File: config.mk
export PLATFORM = sky130hd
export DESIGN_NAME = lsu
export DESIGN_NICKNAME = d
export VERILOG_FILES = /design/src/rtl/lsu.sv
export SDC_FILE = /design/constraint.sdc
export NUM_CORES = 1
export LEC_CHECK = 0
export ABC_AREA = 1
export BUFFER_PORTS_ARGS = -buffer_cell sky130_fd_sc_hd__buf_2
export CELL_PAD_IN_SITES_DETAIL_PLACEMENT = 0
export CELL_PAD_IN_SITES_GLOBAL_PLACEMENT = 2
export CORE_UTILIZATION = 29
export DETAILED_ROUTE_END_ITERATION = 6
export MAX_ROUTING_LAYER = met4
export PLACE_DENSITY = 0.94
export SYNTH_ARGS = -nofsm -noshare
export SYNTH_HDL_FRONTEND = slang
export SYNTH_SLANG_ARGS = --single-unit
File: constraint.sdc
create_clock -name clk -period 2.4 [get_ports clk]
set_input_delay 0.72 -clock clk [delete_from_list [all_inputs] [get_ports clk]]
set_output_delay 0.72 -clock clk [all_outputs]
set_load 0.05 [all_outputs]
File: src/rtl/lsu.sv
// Load/store unit: accepts one execute-stage op at a time, issues at most one
// memory request, and presents the writeback result on a valid/ready port.
module lsu #(
  parameter int unsigned ADDR_WIDTH = 5,
  parameter int unsigned DATA_WIDTH = 32
) (
  input  logic                  clk,
  input  logic                  rst_n,
  input  logic                  in_valid,
  output logic                  in_ready,
  input  logic                  e_regW,
  input  logic [ADDR_WIDTH-1:0] e_regAddr,
  input  logic [DATA_WIDTH-1:0] e_regData,
  input  logic [2:0]            e_load_inst,
  input  logic [3:0]            e_store_mask,
  input  logic [DATA_WIDTH-1:0] e_store_data,
  output logic                  mem_req_valid,
  input  logic                  mem_req_ready,
  output logic [DATA_WIDTH-1:0] mem_addr,
  output logic                  mem_wen,
  output logic [3:0]            mem_wmask,
  output logic [DATA_WIDTH-1:0] mem_wdata,
  input  logic                  mem_rsp_valid,
  input  logic [DATA_WIDTH-1:0] mem_rdata,
  output logic                  m_valid,
  input  logic                  m_ready,
  output logic                  m_regW,
  output logic [ADDR_WIDTH-1:0] m_regAddr,
  output logic [DATA_WIDTH-1:0] m_regData,
  output logic                  m_misalign
);

  typedef enum logic [1:0] {IDLE, REQ, WAIT, DONE} state_t;

  localparam logic [2:0] LD_LB  = 3'd1;
  localparam logic [2:0] LD_LBU = 3'd2;
  localparam logic [2:0] LD_LH  = 3'd3;
  localparam logic [2:0] LD_LHU = 3'd4;
  localparam logic [2:0] LD_LW  = 3'd5;

  state_t state_q, state_d;

  logic                  in_fire;
  logic                  in_is_load;
  logic                  in_is_store;
  logic                  in_half;
  logic                  in_word;
  logic                  in_misalign;
  logic [1:0]            in_off;

  logic [2:0]            ld_q;
  logic [1:0]            off_q;
  logic [DATA_WIDTH-1:0] mem_addr_q;
  logic                  mem_wen_q;
  logic [3:0]            mem_wmask_q;
  logic [DATA_WIDTH-1:0] mem_wdata_q;
  logic                  m_regW_q;
  logic [ADDR_WIDTH-1:0] m_regAddr_q;
  logic [DATA_WIDTH-1:0] m_regData_q;
  logic                  m_misalign_q;

  logic [DATA_WIDTH-1:0] rsp_shifted;
  logic [DATA_WIDTH-1:0] load_ext;

  assign in_ready      = (state_q == IDLE);
  assign mem_req_valid = (state_q == REQ);
  assign m_valid       = (state_q == DONE);
  assign in_fire       = in_valid && in_ready;
  assign in_off        = e_regData[1:0];

  assign mem_addr   = mem_addr_q;
  assign mem_wen    = mem_wen_q;
  assign mem_wmask  = mem_wmask_q;
  assign mem_wdata  = mem_wdata_q;
  assign m_regW     = m_regW_q;
  assign m_regAddr  = m_regAddr_q;
  assign m_regData  = m_regData_q;
  assign m_misalign = m_misalign_q;

  // Decode the incoming op: loads win over stores, sizes drive the alignment check
  always_comb begin
    in_is_load  = (e_load_inst >= LD_LB) && (e_load_inst <= LD_LW);
    in_is_store = !in_is_load && (e_store_mask != 4'b0000);
    in_half     = (in_is_load && (e_load_inst == LD_LH || e_load_inst == LD_LHU)) ||
                  (in_is_store && e_store_mask == 4'b0011);
    in_word     = (in_is_load && e_load_inst == LD_LW) ||
                  (in_is_store && e_store_mask == 4'b1111);
    in_misalign = (in_half && in_off[0]) || (in_word && (in_off != 2'b00));
  end

  // Select and extend the addressed bytes of the read response
  always_comb begin
    rsp_shifted = mem_rdata >> {off_q, 3'b000};
    load_ext    = rsp_shifted;
    case (ld_q)
      LD_LB:   load_ext = {{(DATA_WIDTH-8){rsp_shifted[7]}}, rsp_shifted[7:0]};
      LD_LBU:  load_ext = {{(DATA_WIDTH-8){1'b0}}, rsp_shifted[7:0]};
      LD_LH:   load_ext = {{(DATA_WIDTH-16){rsp_shifted[15]}}, rsp_shifted[15:0]};
      LD_LHU:  load_ext = {{(DATA_WIDTH-16){1'b0}}, rsp_shifted[15:0]};
      default: load_ext = rsp_shifted;
    endcase
  end

  // State register
  always_ff @(posedge clk or negedge rst_n) begin
    if (!rst_n) state_q <= IDLE;
    else        state_q <= state_d;
  end

  // Next-state logic
  always_comb begin
    state_d = state_q;
    case (state_q)
      IDLE: begin
        if (in_fire) begin
          if ((in_is_load || in_is_store) && !in_misalign) state_d = REQ;
          else                                             state_d = DONE;
        end
      end
      REQ:  if (mem_req_ready) state_d = mem_wen_q ? DONE : WAIT;
      WAIT: if (mem_rsp_valid) state_d = DONE;
      DONE: if (m_ready)       state_d = IDLE;
      default: state_d = IDLE;
    endcase
  end

  // Latch the op and request payload on acceptance; capture load data in WAIT
  always_ff @(posedge clk or negedge rst_n) begin
    if (!rst_n) begin
      ld_q         <= '0;
      off_q        <= '0;
      mem_addr_q   <= '0;
      mem_wen_q    <= 1'b0;
      mem_wmask_q  <= '0;
      mem_wdata_q  <= '0;
      m_regW_q     <= 1'b0;
      m_regAddr_q  <= '0;
      m_regData_q  <= '0;
      m_misalign_q <= 1'b0;
    end else if (in_fire) begin
      ld_q         <= in_is_load ? e_load_inst : 3'd0;
      off_q        <= in_off;
      mem_addr_q   <= {e_regData[DATA_WIDTH-1:2], 2'b00};
      mem_wen_q    <= in_is_store;
      mem_wmask_q  <= in_is_store ? (e_store_mask << in_off) : 4'b0000;
      mem_wdata_q  <= in_is_store ? (e_store_data << {in_off, 3'b000}) : '0;
      m_regW_q     <= e_regW && !in_misalign;
      m_regAddr_q  <= e_regAddr;
      m_regData_q  <= e_regData;
      m_misalign_q <= in_misalign;
    end else if (state_q == WAIT && mem_rsp_valid) begin
      m_regData_q  <= load_ext;
    end
  end

endmodule
* Word-level counts from Yosys, hierarchy flattened
Index checks and enable logic that the tools add are counted.
Word-level totals: flip-flop bits (word level) 113, input bits 115, output and inout bits 111, logic and storage cells 69
Cells by class: $lt $le $gt $ge 2, eq/ne operators 16, shift-type cells 3, mux-type cells 13, reduce and logical (&&, ||, !) cells 24
Operators with widths (number):
- $pmux 32 s4 | 1
- $mux 32 | 3
- $shl 32x5->32 | 1
- $shr 32x5->32 | 1
- $logic_and 1x1->1 | 12
- $mux 2 | 5
- $eq 3x2->1 const B | 3
- $eq 3x3->1 const B | 3
- $pmux 2 s4 | 1
- $ne 2x1->1 const B | 3
- $logic_or 1x1->1 | 5
- $eq 2x2->1 const B | 2
- $eq 4x2->1 const B | 1
- $eq 4x4->1 const B | 1
- $mux 4 | 1
- $reduce_and 4->1 | 1
- $reduce_bool 2->1 | 2
- $reduce_bool 4->1 | 1
- $shl 4x2->4 | 1
- $eq 3x1->1 const B | 1
- $ge 3x1->1 const B | 1
- $le 3x3->1 const B | 1
- $mux 3 | 1
- $eq 2x1->1 const B | 1
- 4 further kinds | 5

* Depth between registers and ports, before layout
Gate-level depths: netlist (run 1).
depth in word-level cells 13, mapped depth 11, gate-level depth less buffers 10

* Least setup slack after synthesis (run 1)
No wires, ideal clock.
path type reg2reg, from register state_q[0], to register m_regData_q[22], in the netlist m_regData[22], setup time 0.118 ns, arrival 1.869 ns, slack 0.413 ns, stages on the path, launching flop included 9, buffers on the path 1, clock period less this slack 1.987 ns, path through dfrtp_1 -> inv_1 -> ha_1 -> nand2_2 -> nand2_1 -> clkinv_1 -> clkbuf_1 -> nand2_1 -> nand2_1
On the way: longest elaborated chain between the ends 3
RTL lines:
- from (decl) | RTL line 41 | state_t state_q, state_d;
- from (signal assigned) | RTL line 107 | else state_q <= state_d;
- $logic_not 2->1 (*) | RTL line 65 | assign in_ready = (state_q == IDLE);
- named net in_ready | RTL line 10 | output logic in_ready,
- $logic_and 1x1->1 (*) | RTL line 68 | assign in_fire = in_valid && in_ready;
- $mux 32 or $reduce_bool 2->1 (tied branches)
- to (signal assigned) | RTL line 149 | m_regData_q <= e_regData;
- to (signal assigned) | RTL line 152 | m_regData_q <= load_ext;
- to (decl) | RTL line 59 | logic [DATA_WIDTH-1:0] m_regData_q;
The timed path passes the listed nets; every way through them passes the cells marked *. A chain may end at the register's enable or synchronous reset.

* Final worst setup path (run 1)
from register state_q[0], to output in_ready
On the way: longest elaborated chain between the ends 1
RTL lines (RTL line):
- $logic_not 2->1 | 65
- to (decl) | 10
No other way between the ends.

==> results.toml, run 1 <==
[status]
outcome = "complete, no violations"

[critical_path]
cp.required_ns = 1.68
worstPathMaxFanout = 5
critPathLaunchType = "flip-flop"
cp_top_family = "buffers and inverters"
cp_num_buf_inv = 2
cp_slowest_cell = "dfrtp_1"
crit_type = "reg2out"
end_kind = "primary output"
max_stage_delay_ns = 0.39
arrival_ns = 1.54
path_cells = "inv_1 -> ha_1 -> buf_2"

[drt]
detail_route.wl_per_cell_um = 15.0
antenna_left = 0
vias = 6179
firstDrtPassIters = 5
totalWireLength_um = 20100
drc = 0
drtIter0Drc = 325
vias_per_cell = 4.59

[clock_tree]
cts-buffers-inserted = 17
clk_latency_ns = 0.41
cts_tree = "built"
path_clk_slew_ns = 0.05
cts_resized = 0
cts.sinks = 113
cts_hold_buf = 0
cts_setup_buffers = 0
cts_buffer_depth = 2
htree_levels = 4
clockRootBuffer = "clkbuf_16"

[synth]
netlist_area_mm2 = 0.00620
syn_avg_cell_area_um2 = 7.34
ys_types = 36
yosysWarningCount = 0
yosysSeqAreaShare_pct = 45.6
synthCells = 845
ys_seq_elements = 113

[min_path]
min_path_type = "in2async"

[timing]
min_period_over_period_pct = 94.1
final_hold_viol_count = 0
setup-tns-final_ns = 0
fin_ws_ns = 0.142
slew_headroom_pct = 61.9
fin_worst_skew_ns = 0.00721
tightest_slew_ns = 0.571
fmax_mhz = 443
finalSetupViolations = 0
min_period_ns = 2.26
rsz0062_at_grt = "no"
finalMaxSlewViolations = 0

[floorplanning]
fp-row-count = 53
start_util_pct = 29.5
num_io_pins = 226
die_y_um = 148
die_w_um = 148
coreArea_mm2 = 0.0210
die_area_mm2 = 0.0220

[cells_and_area]
final_net_count = 1174
layout_common_cells = "356 x nand2_1, 222 x buf_2, 113 x dfrtp_1"
nFillCells = 2263
final_common_cell = "nand2_1"
final-seq-area_mm2 = 0.00283
final_cells = 1345
multiInputGateArea_mm2 = 0.00290
area_delta_synth_final_pct = 32.3
layout-drive-gt1-share_pct = 29.0

[global_routing]
grt_overflow = 0
antenna_found_initial = 1
grt_max_degree = 83
grtUsageTotal_pct = 19.2
grt_pass1_wl_um = 31600
grt_pass1_vias = 6019

[placed_design]
gp_congestion = 0.815
numPortBuffers = 223
dp_cells = 1311
dp_slack_ns = 0.323
hpwl_um = 15000

[flow_run]
drv_cap = 0

[pwr]
cellPowerDensity_mw_per_mm2 = 1580
vdd_drop_max_uv = 539
p_leak_nw = 4.62
-- cells in the mapped netlist --
| cell | number | area, um^2 |
|---|---|---|
| nor2_1 | 47 | 176 |
| nor2_4 | 1 | 11.3 |
| inv_1 | 47 | 176 |
| nor3_1 | 8 | 40.0 |
| nand3_2 | 15 | 150 |
| o211ai_1 | 6 | 45.0 |
| ha_1 | 4 | 50.1 |
| inv_4 | 1 | 6.26 |
| a31oi_1 | 3 | 18.8 |
| or2_2 | 2 | 12.5 |
| nand3_4 | 3 | 52.6 |
| o21ai_2 | 1 | 8.76 |
| nand2_1 | 357 | 1340 |
| nor2_2 | 4 | 25.0 |
| o21ai_0 | 74 | 370 |
| or2_0 | 5 | 31.3 |
| conb_1 | 1 | 3.75 |
| nand4_1 | 2 | 12.5 |
| or2_1 | 1 | 6.26 |
| clkinv_1 | 1 | 3.75 |
| nand2_2 | 4 | 25.0 |
| dfrtp_1 | 113 | 2830 |
| inv_2 | 6 | 22.5 |
| nand3_1 | 37 | 185 |
| buf_4 | 7 | 52.6 |
| o31ai_1 | 16 | 120 |
| nand3b_1 | 1 | 7.51 |
| clkbuf_1 | 16 | 60.1 |
| a22o_1 | 1 | 8.76 |
| o22ai_1 | 7 | 43.8 |
| clkbuf_2 | 2 | 10.0 |
| mux2i_1 | 1 | 10.0 |
| o21ai_1 | 3 | 15.0 |
| a21oi_1 | 23 | 115 |
| buf_6 | 5 | 56.3 |
| buf_2 | 20 | 100 |
-- layout make-up --
class / count / area share [%]
inverter: 55 / 2.55
clock buffer: 19 / 5.52
antenna: 2 / 0.0610
timing repair buffer: 240 / 15.6
tap: 275 / 4.19
sequential: 113 / 34.5
clock inverter: 13 / 2.26
multi-input combinational: 628 / 35.3
-- per-stage QoR --
step                      instance area, um^2  util (%)  power [mW]  hold slack, ns
after floorplan                          6200         -        8.57           0.424
after global placement                   7560      36.0        10.3           0.458
after detailed placement                 7560      36.0        10.3           0.460
after CTS                                8200      39.0        13.1           0.265
after global routing                     8200      39.0        13.8           0.287
final                                    8200      39.0        13.0           0.265
-- cell families (layout without fill, tap and decap cells) --
| group | Yosys count | after routing | synth area share [%] |
|---|---|---|---|
| flops | 113 | 113 | 45.6 |
| buf+inv | 105 | 327 | 7.87 |
| simple gates | 487 | 487 | 33.5 |
| other cells | 1 | 4 | 0.0605 |
| compound gates | 134 | 134 | 12.0 |
| mux | 1 | 1 | 0.161 |
| fa+ha+maj | 4 | 4 | 0.807 |
-- worst reg2reg max path, delay by kind of cell (launching register included) --
| family | cells | cell delay [ns] |
|---|---|---|
| buffers and inverters | 1 | 0.40 |
| flip-flops | 1 | 0.51 |
| AND/OR/NAND/NOR | 8 | 1.03 |
-- state kept, by name (all words and copies together) (netlist names) --
| register | flops |
|---|---|
| m_regW | 1 |
| m_regAddr | 5 |
| mem_wen | 1 |
| state_q | 2 |
| m_regData | 32 |
| mem_addr | 30 |
| ld_q | 3 |
| mem_wdata | 32 |
| off_q | 2 |
| mem_wmask | 4 |
| m_misalign | 1 |
-- final timing paths --
path,from,end,slack [ns],cells past startpoint
setup / recovery,state_q[0]$_DFFE_PN0P_,in_ready,0.14,3
hold / removal,rst_n,mem_addr[6]$_DFFE_PN0P_,0.27,1
setup reg to reg,off_q[0]$_DFFE_PN0P_,m_regData[17]$_DFFE_PN0P_,0.39,9
hold reg to reg,m_regData[25]$_DFFE_PN0P_,m_regData[25]$_DFFE_PN0P_,0.47,2
max in group asynchronous,rst_n,m_regData[29]$_DFFE_PN0P_,1.50,2
min in group clk,m_regData[25]$_DFFE_PN0P_,m_regData[25]$_DFFE_PN0P_,0.47,2
-- report_power, final --
part | internal (mW) | switching (mW)
logic | 1.73 | 5.27
registers | 2.71 | 0.519
clock network | 1.79 | 0.931
-- per-layer routing --
metal	routed length, um	GRT usage (%)	up-vias
met2	9590	31.0	179
met4	176	4.79	0
met3	1440	5.40	16
met5	0	-	-
met1	8920	23.6	2861
li1	-	-	3123
Power figures use the tool's default switching activity.
==> inputs of run 2 (changes only) <==
REMOVE_ABC_BUFFERS = 1   (was default)
==> results.toml, run 2 (synthesized netlist as in run 1, its figures left out) <==
[status]
outcome = "complete, no violations"

[critical_path]
cp.required_ns = 1.68
critPathLaunchType = "flip-flop"
end_kind = "primary output"
crit_type = "reg2out"
worstReg2RegStart = "state_q[0]$_DFFE_PN0P_"
arrival_ns = 1.53
crit_start = "state_q[0]$_DFFE_PN0P_"
worstPathMaxFanout = 5
reg2reg_slack_ns = 0.43

[pwr]
power.share.sequential_pct = 24.7
cellPowerDensity_mw_per_mm2 = 1580
p_comb_share_pct = 54.4
p_leak_nw = 4.63
p_int_mw = 6.19
switchingPower_mw = 6.73
p_sw_share_pct = 52.1
vdd_drop_max_uv = 463
clkPwrFrac_pct = 20.9

[floorplanning]
coreArea_mm2 = 0.0210
die_w_um = 148
die_area_mm2 = 0.0220
start_util_pct = 29.5
num_io_pins = 226
die_y_um = 148
fp-row-count = 53

[clock_tree]
cts_resized = 0
cts_setup_buffers = 0
cts_tree = "built"
clockRootBuffer = "clkbuf_16"
clk_latency_ns = 0.41
path_clk_slew_ns = 0.06
cts.sinks = 113
cts_buffer_depth = 2
cts-buffers-inserted = 17
htree_levels = 4
cts_hold_buf = 0

[min_path]
min_path_type = "in2async"

[global_routing]
grt_max_degree = 66
grt_overflow = 0
grt_busiest_layer = "met2"
grt_use_met1_pct = 24.2
grt_use_met3_pct = 4.72
grtUsageTotal_pct = 18.9
grt_pass1_vias = 5988
antenna_found_initial = 0
grt_pass1_wl_um = 31400
met2_usage_pct = 29.5

[timing]
fmax_mhz = 445
hold_ws_ns = 0.122
finalMaxSlewViolations = 0
rsz0062_at_grt = "no"
tightest_slew_ns = 0.539
slew_headroom_pct = 63.8
min_period_over_period_pct = 93.7
finalSetupViolations = 0
final_hold_viol_count = 0
setup-tns-final_ns = 0
min_period_ns = 2.25
fin_worst_skew_ns = 0.00730
fin_ws_ns = 0.152

[cells_and_area]
final_net_count = 1176
final_cell_area_mm2 = 0.00820
final_common_cell = "nand2_1"
antenna_cells = 0
layout_common_cells = "356 x nand2_1, 222 x buf_2, 113 x dfrtp_1"
area_delta_synth_final_pct = 32.2
layout-drive-gt1-share_pct = 29.0
nFillCells = 2284

[placed_design]
gp_congestion = 0.807
placedInstanceArea_mm2 = 0.00758
dp_slack_ns = 0.303
hpwl_um = 14600
numPortBuffers = 223

[drt]
drtIter0Drc = 279
totalWireLength_um = 19900
firstDrtPassIters = 4
antenna_left = 0
vias_per_cell = 4.56
vias = 6127
drc = 0
detail_route.wl_per_cell_um = 14.8

[flow_run]
drv_cap = 0
==> run 2: changes by cell type in the layout (fill, tap and decap cells not counted), sizes merged <==
cell / previous run / this run
clkinvlp: 5 / 1
clkinv: 5 / 8
buf: 240 / 242
diode: 2 / 0
inv: 54 / 55
==> run 2: path summary, 6_finish.rpt <==
| check | cells past startpoint | end |
|---|---|---|
| max | 3 | in_ready |
| min | 1 | m_regData[20]$_DFFE_PN0P_ |
| max reg2reg | 6 | mem_wdata[29]$_DFFE_PN0P_ |
| min reg2reg | 2 | m_regData[22]$_DFFE_PN0P_ |
| max in group asynchronous | 2 | mem_wmask[3]$_DFFE_PN0P_ |
| min in group clk | 2 | m_regData[22]$_DFFE_PN0P_ |
==> run 2: layout make-up <==
class                   instances  area, um^2  share of cell area [%]
clock buffers                  19         433                    5.28
clock inverters                13         186                    2.27
inverters                      55         209                    2.55
multi-input cells             628        2900                    35.3
flip-flops and latches        113        2830                    34.5
well taps                     275         344                    4.20
repair buffers                242        1300                    15.8
==> run 2: critical path, stage by stage (launching register included) <==
cell and delay [ns]:
dfrtp_1 0.39, inv_1 0.13, ha_1 0.29, buf_2 0.31
==> run 2: power by group through the flow <==
stage	Sequential (mW)	Combinational (mW)	Clock, mW
after CTS	3.20	7.13	2.77
after global routing	3.30	7.66	2.84
after detailed placement	3.21	7.12	0
after global placement	3.22	7.06	0
final	3.19	7.03	2.70
after floorplan	5.81	2.52	0
==> run 2: layer usage <==
layer,vias to the layer above,routed length [um]
li1,3125,-
met1,2819,9420
met2,175,9090
met3,8,1290
met4,0,83
met5,-,0
==> run 2: metrics by stage <==
| step | std cells | utilization (%) | power [mW] |
|---|---|---|---|
| 3_3_place_gp | 1313 | 36.0 | 10.3 |
| 3_5_place_dp | 1313 | 36.0 | 10.3 |
| 4_1_cts | 1345 | 39.0 | 13.1 |
| 6_report | 1345 | 39.0 | 12.9 |
| 5_1_grt | 1345 | 39.0 | 13.8 |
| 2_1_floorplan | 796 | - | 8.33 |
==> inputs of run 3 (changes only) <==
ABC_AREA = default   (was 1)
CORE_UTILIZATION = 30   (was 29)
PLACE_DENSITY = 0.92   (was 0.94)
==> results.toml, run 3 <==
[synth]
ys_top_cells_by_count = "182 x nand2_1, 113 x dfrtp_1, 54 x o21ai_0"
synthArstFlopShare_pct = 100
syn_avg_cell_area_um2 = 9.34
ys_types = 51
yosysMostFrequentCell = "nand2_1"
yosysWarningCount = 0
synth_top_area_share_pct = 48.8
ys_seq_elements = 113
netlist_area_mm2 = 0.00579
synthCells = 620
yosys_most_used_dff = "dfrtp_1"
synth_top_area_cell = "dfrtp_1"
synth_edf_count = 0
yosysSeqAreaShare_pct = 48.8
synth.area.top_cells = "dfrtp_1 49%, nand2_1 12%, mux2i_1 9.2%, o21ai_0 4.7%, a22o_1 3.0%"

[global_routing]
grt_overflow = 0
antenna_found_initial = 1
grt_pass1_wl_um = 30400
grt_pass1_vias = 5398
grt_max_degree = 42
grtUsageTotal_pct = 20.5

[clock_tree]
cts-buffers-inserted = 17
cts_tree = "built"
clk_latency_ns = 0.42
clockRootBuffer = "clkbuf_16"
cts_hold_buf = 0
cts.sinks = 113
path_clk_slew_ns = 0.05
htree_levels = 4
cts_buffer_depth = 2

[cells_and_area]
layout_common_cells = "222 x buf_2, 181 x nand2_1, 113 x dfrtp_1"
final_net_count = 957
final_cell_area_mm2 = 0.00784
layout-drive-gt1-share_pct = 35.3
final_cells = 1112
final_util_pct = 41.6
final_common_cell = "buf_2"
area_delta_synth_final_pct = 35.4

[placed_design]
placedInstanceArea_mm2 = 0.00719
numPortBuffers = 223
dp_cells = 1079
gp_congestion = 0.785
hpwl_um = 13900

[critical_path]
cp.required_ns = 1.68
end_kind = "primary output"
worstPathMaxFanout = 7
crit_type = "reg2out"
worstReg2RegStart = "ld_q[1]$_DFFE_PN0P_"
rr_endpoint = "m_regData[20]$_DFFE_PN0P_"
arrival_ns = 1.54
critPathLaunchType = "flip-flop"
reg2reg_slack_ns = 0.32
r2r_cells = 5

[drt]
antenna_left = 0
totalWireLength_um = 19100
drc = 0
vias = 5357
drtIter0Drc = 278
detail_route.wl_per_cell_um = 17.2
firstDrtPassIters = 5
vias_per_cell = 4.82

[timing]
rsz0062_at_grt = "no"
finalSetupViolations = 0
fin_worst_skew_ns = 0.0193
fmax_mhz = 442
finalMaxSlewViolations = 0
min_period_over_period_pct = 94.3
min_period_ns = 2.26
final_hold_viol_count = 0
slew_headroom_pct = 45.8
tightest_slew_ns = 0.813

[floorplanning]
num_io_pins = 226
die_w_um = 141
die_area_mm2 = 0.0199
coreArea_mm2 = 0.0188
die_y_um = 141
fp-row-count = 50
start_util_pct = 30.8

[pwr]
cellPowerDensity_mw_per_mm2 = 1630
p_leak_nw = 4.06
vdd_drop_max_uv = 589

[status]
outcome = "complete, no violations"

[flow_run]
drv_cap = 0

[min_path]
min_path_type = "in2async"
==> run 3: cell count changes after synthesis, sizes merged, moves of 15 or more <==
| cell | previous run | this run |
|---|---|---|
| a22o | 1 | 20 |
| mux2i | 1 | 53 |
| nor2 | 52 | 26 |
| nand3 | 55 | 1 |
| o31ai | 16 | 1 |
| nand2 | 361 | 183 |
| inv | 54 | 6 |
==> run 3: metrics by stage <==
stage / power, mW / hold WS [ns] / setup slack (ns) / setup TNS [ns]
after floorplan: 8.16 / 0.424 / -1.86 / -114.49
after global placement: 10.0 / 0.453 / 0.0829 / 0
after detailed placement: 10.1 / 0.457 / 0.133 / 0
after CTS: 12.9 / 0.291 / 0.101 / 0
after global routing: 13.6 / 0.294 / 0.0348 / 0
final: 12.8 / 0.271 / 0.137 / 0
==> run 3: per-layer routing <==
layer | global-route usage [%] | routed length (um) | vias to the layer above
met5 | - | 0 | -
met3 | 5.81 | 1440 | 10
met1 | 27.1 | 8880 | 2550
met4 | 4.92 | 150 | 0
li1 | - | - | 2591
met2 | 31.0 | 8640 | 206
==> run 3: kinds of logic (layout without fill, tap and decap cells) <==
family                   count (synthesis)  count (layout)  synth area share [%]
AO/OA/AOI/OAI                          167             167                  19.5
XOR/XNOR                                 1               1                 0.151
adder cells (fa/ha/maj)                  4               4                 0.864
buffers and inverters                   51             281                  4.49
flip-flops                             113             113                  48.8
multiplexers                            55              55                  9.55
other                                    1               3                0.0648
AND/OR/NAND/NOR                        228             228                  16.5
==> run 3: what timing repair did <==
| item | in CTS | in global routing |
|---|---|---|
| endpoints found under the setup margin | 0 | 1 |
| resized for setup | 0 | 1 |
| setup buffers | 0 | 0 |
==> run 3: power by group <==
| part | switching [mW] | leakage [nW] | internal (mW) |
|---|---|---|---|
| combinational | 4.94 | 2.31 | 1.83 |
| clock | 0.923 | 0.305 | 1.84 |
| sequential | 0.521 | 1.45 | 2.72 |
==> run 3: final cells by class <==
class,instances,area (um^2)
fillers,1901,11000
repair buffers,243,1290
flip-flops and latches,113,2830
clock inverters,9,153
diodes,1,2.50
multi-input cells,457,2730
well taps,260,325
inverters,6,22.5
clock buffers,23,488
==> run 3: worst max-delay path by stage <==
| stage | startpoint | endpoint | slack, ns | depth (start not counted) |
|---|---|---|---|---|
| 3_3_place_gp | mem_rdata[31] | m_regData[20]$_DFFE_PN0P_ | 0.08 | 6 |
| 6_report | state_q[0]$_DFFE_PN0P_ | in_ready | 0.14 | 4 |
| 4_1_cts | state_q[0]$_DFFE_PN0P_ | in_ready | 0.10 | 4 |
| 5_1_grt | state_q[0]$_DFFE_PN0P_ | in_ready | 0.03 | 4 |
| 3_5_place_dp | mem_rdata[31] | m_regData[20]$_DFFE_PN0P_ | 0.13 | 6 |
| 2_1_floorplan | state_q[0]$_DFFE_PN0P_ | m_regData[15]$_DFFE_PN0P_ | -1.86 | 6 |
==> run 3: worst max-delay path, stage by stage, from the launching register on <==
cell and delay (ns):
dfrtp_1 0.40, inv_1 0.13, ha_1 0.18, buf_4 0.15, buf_2 0.27
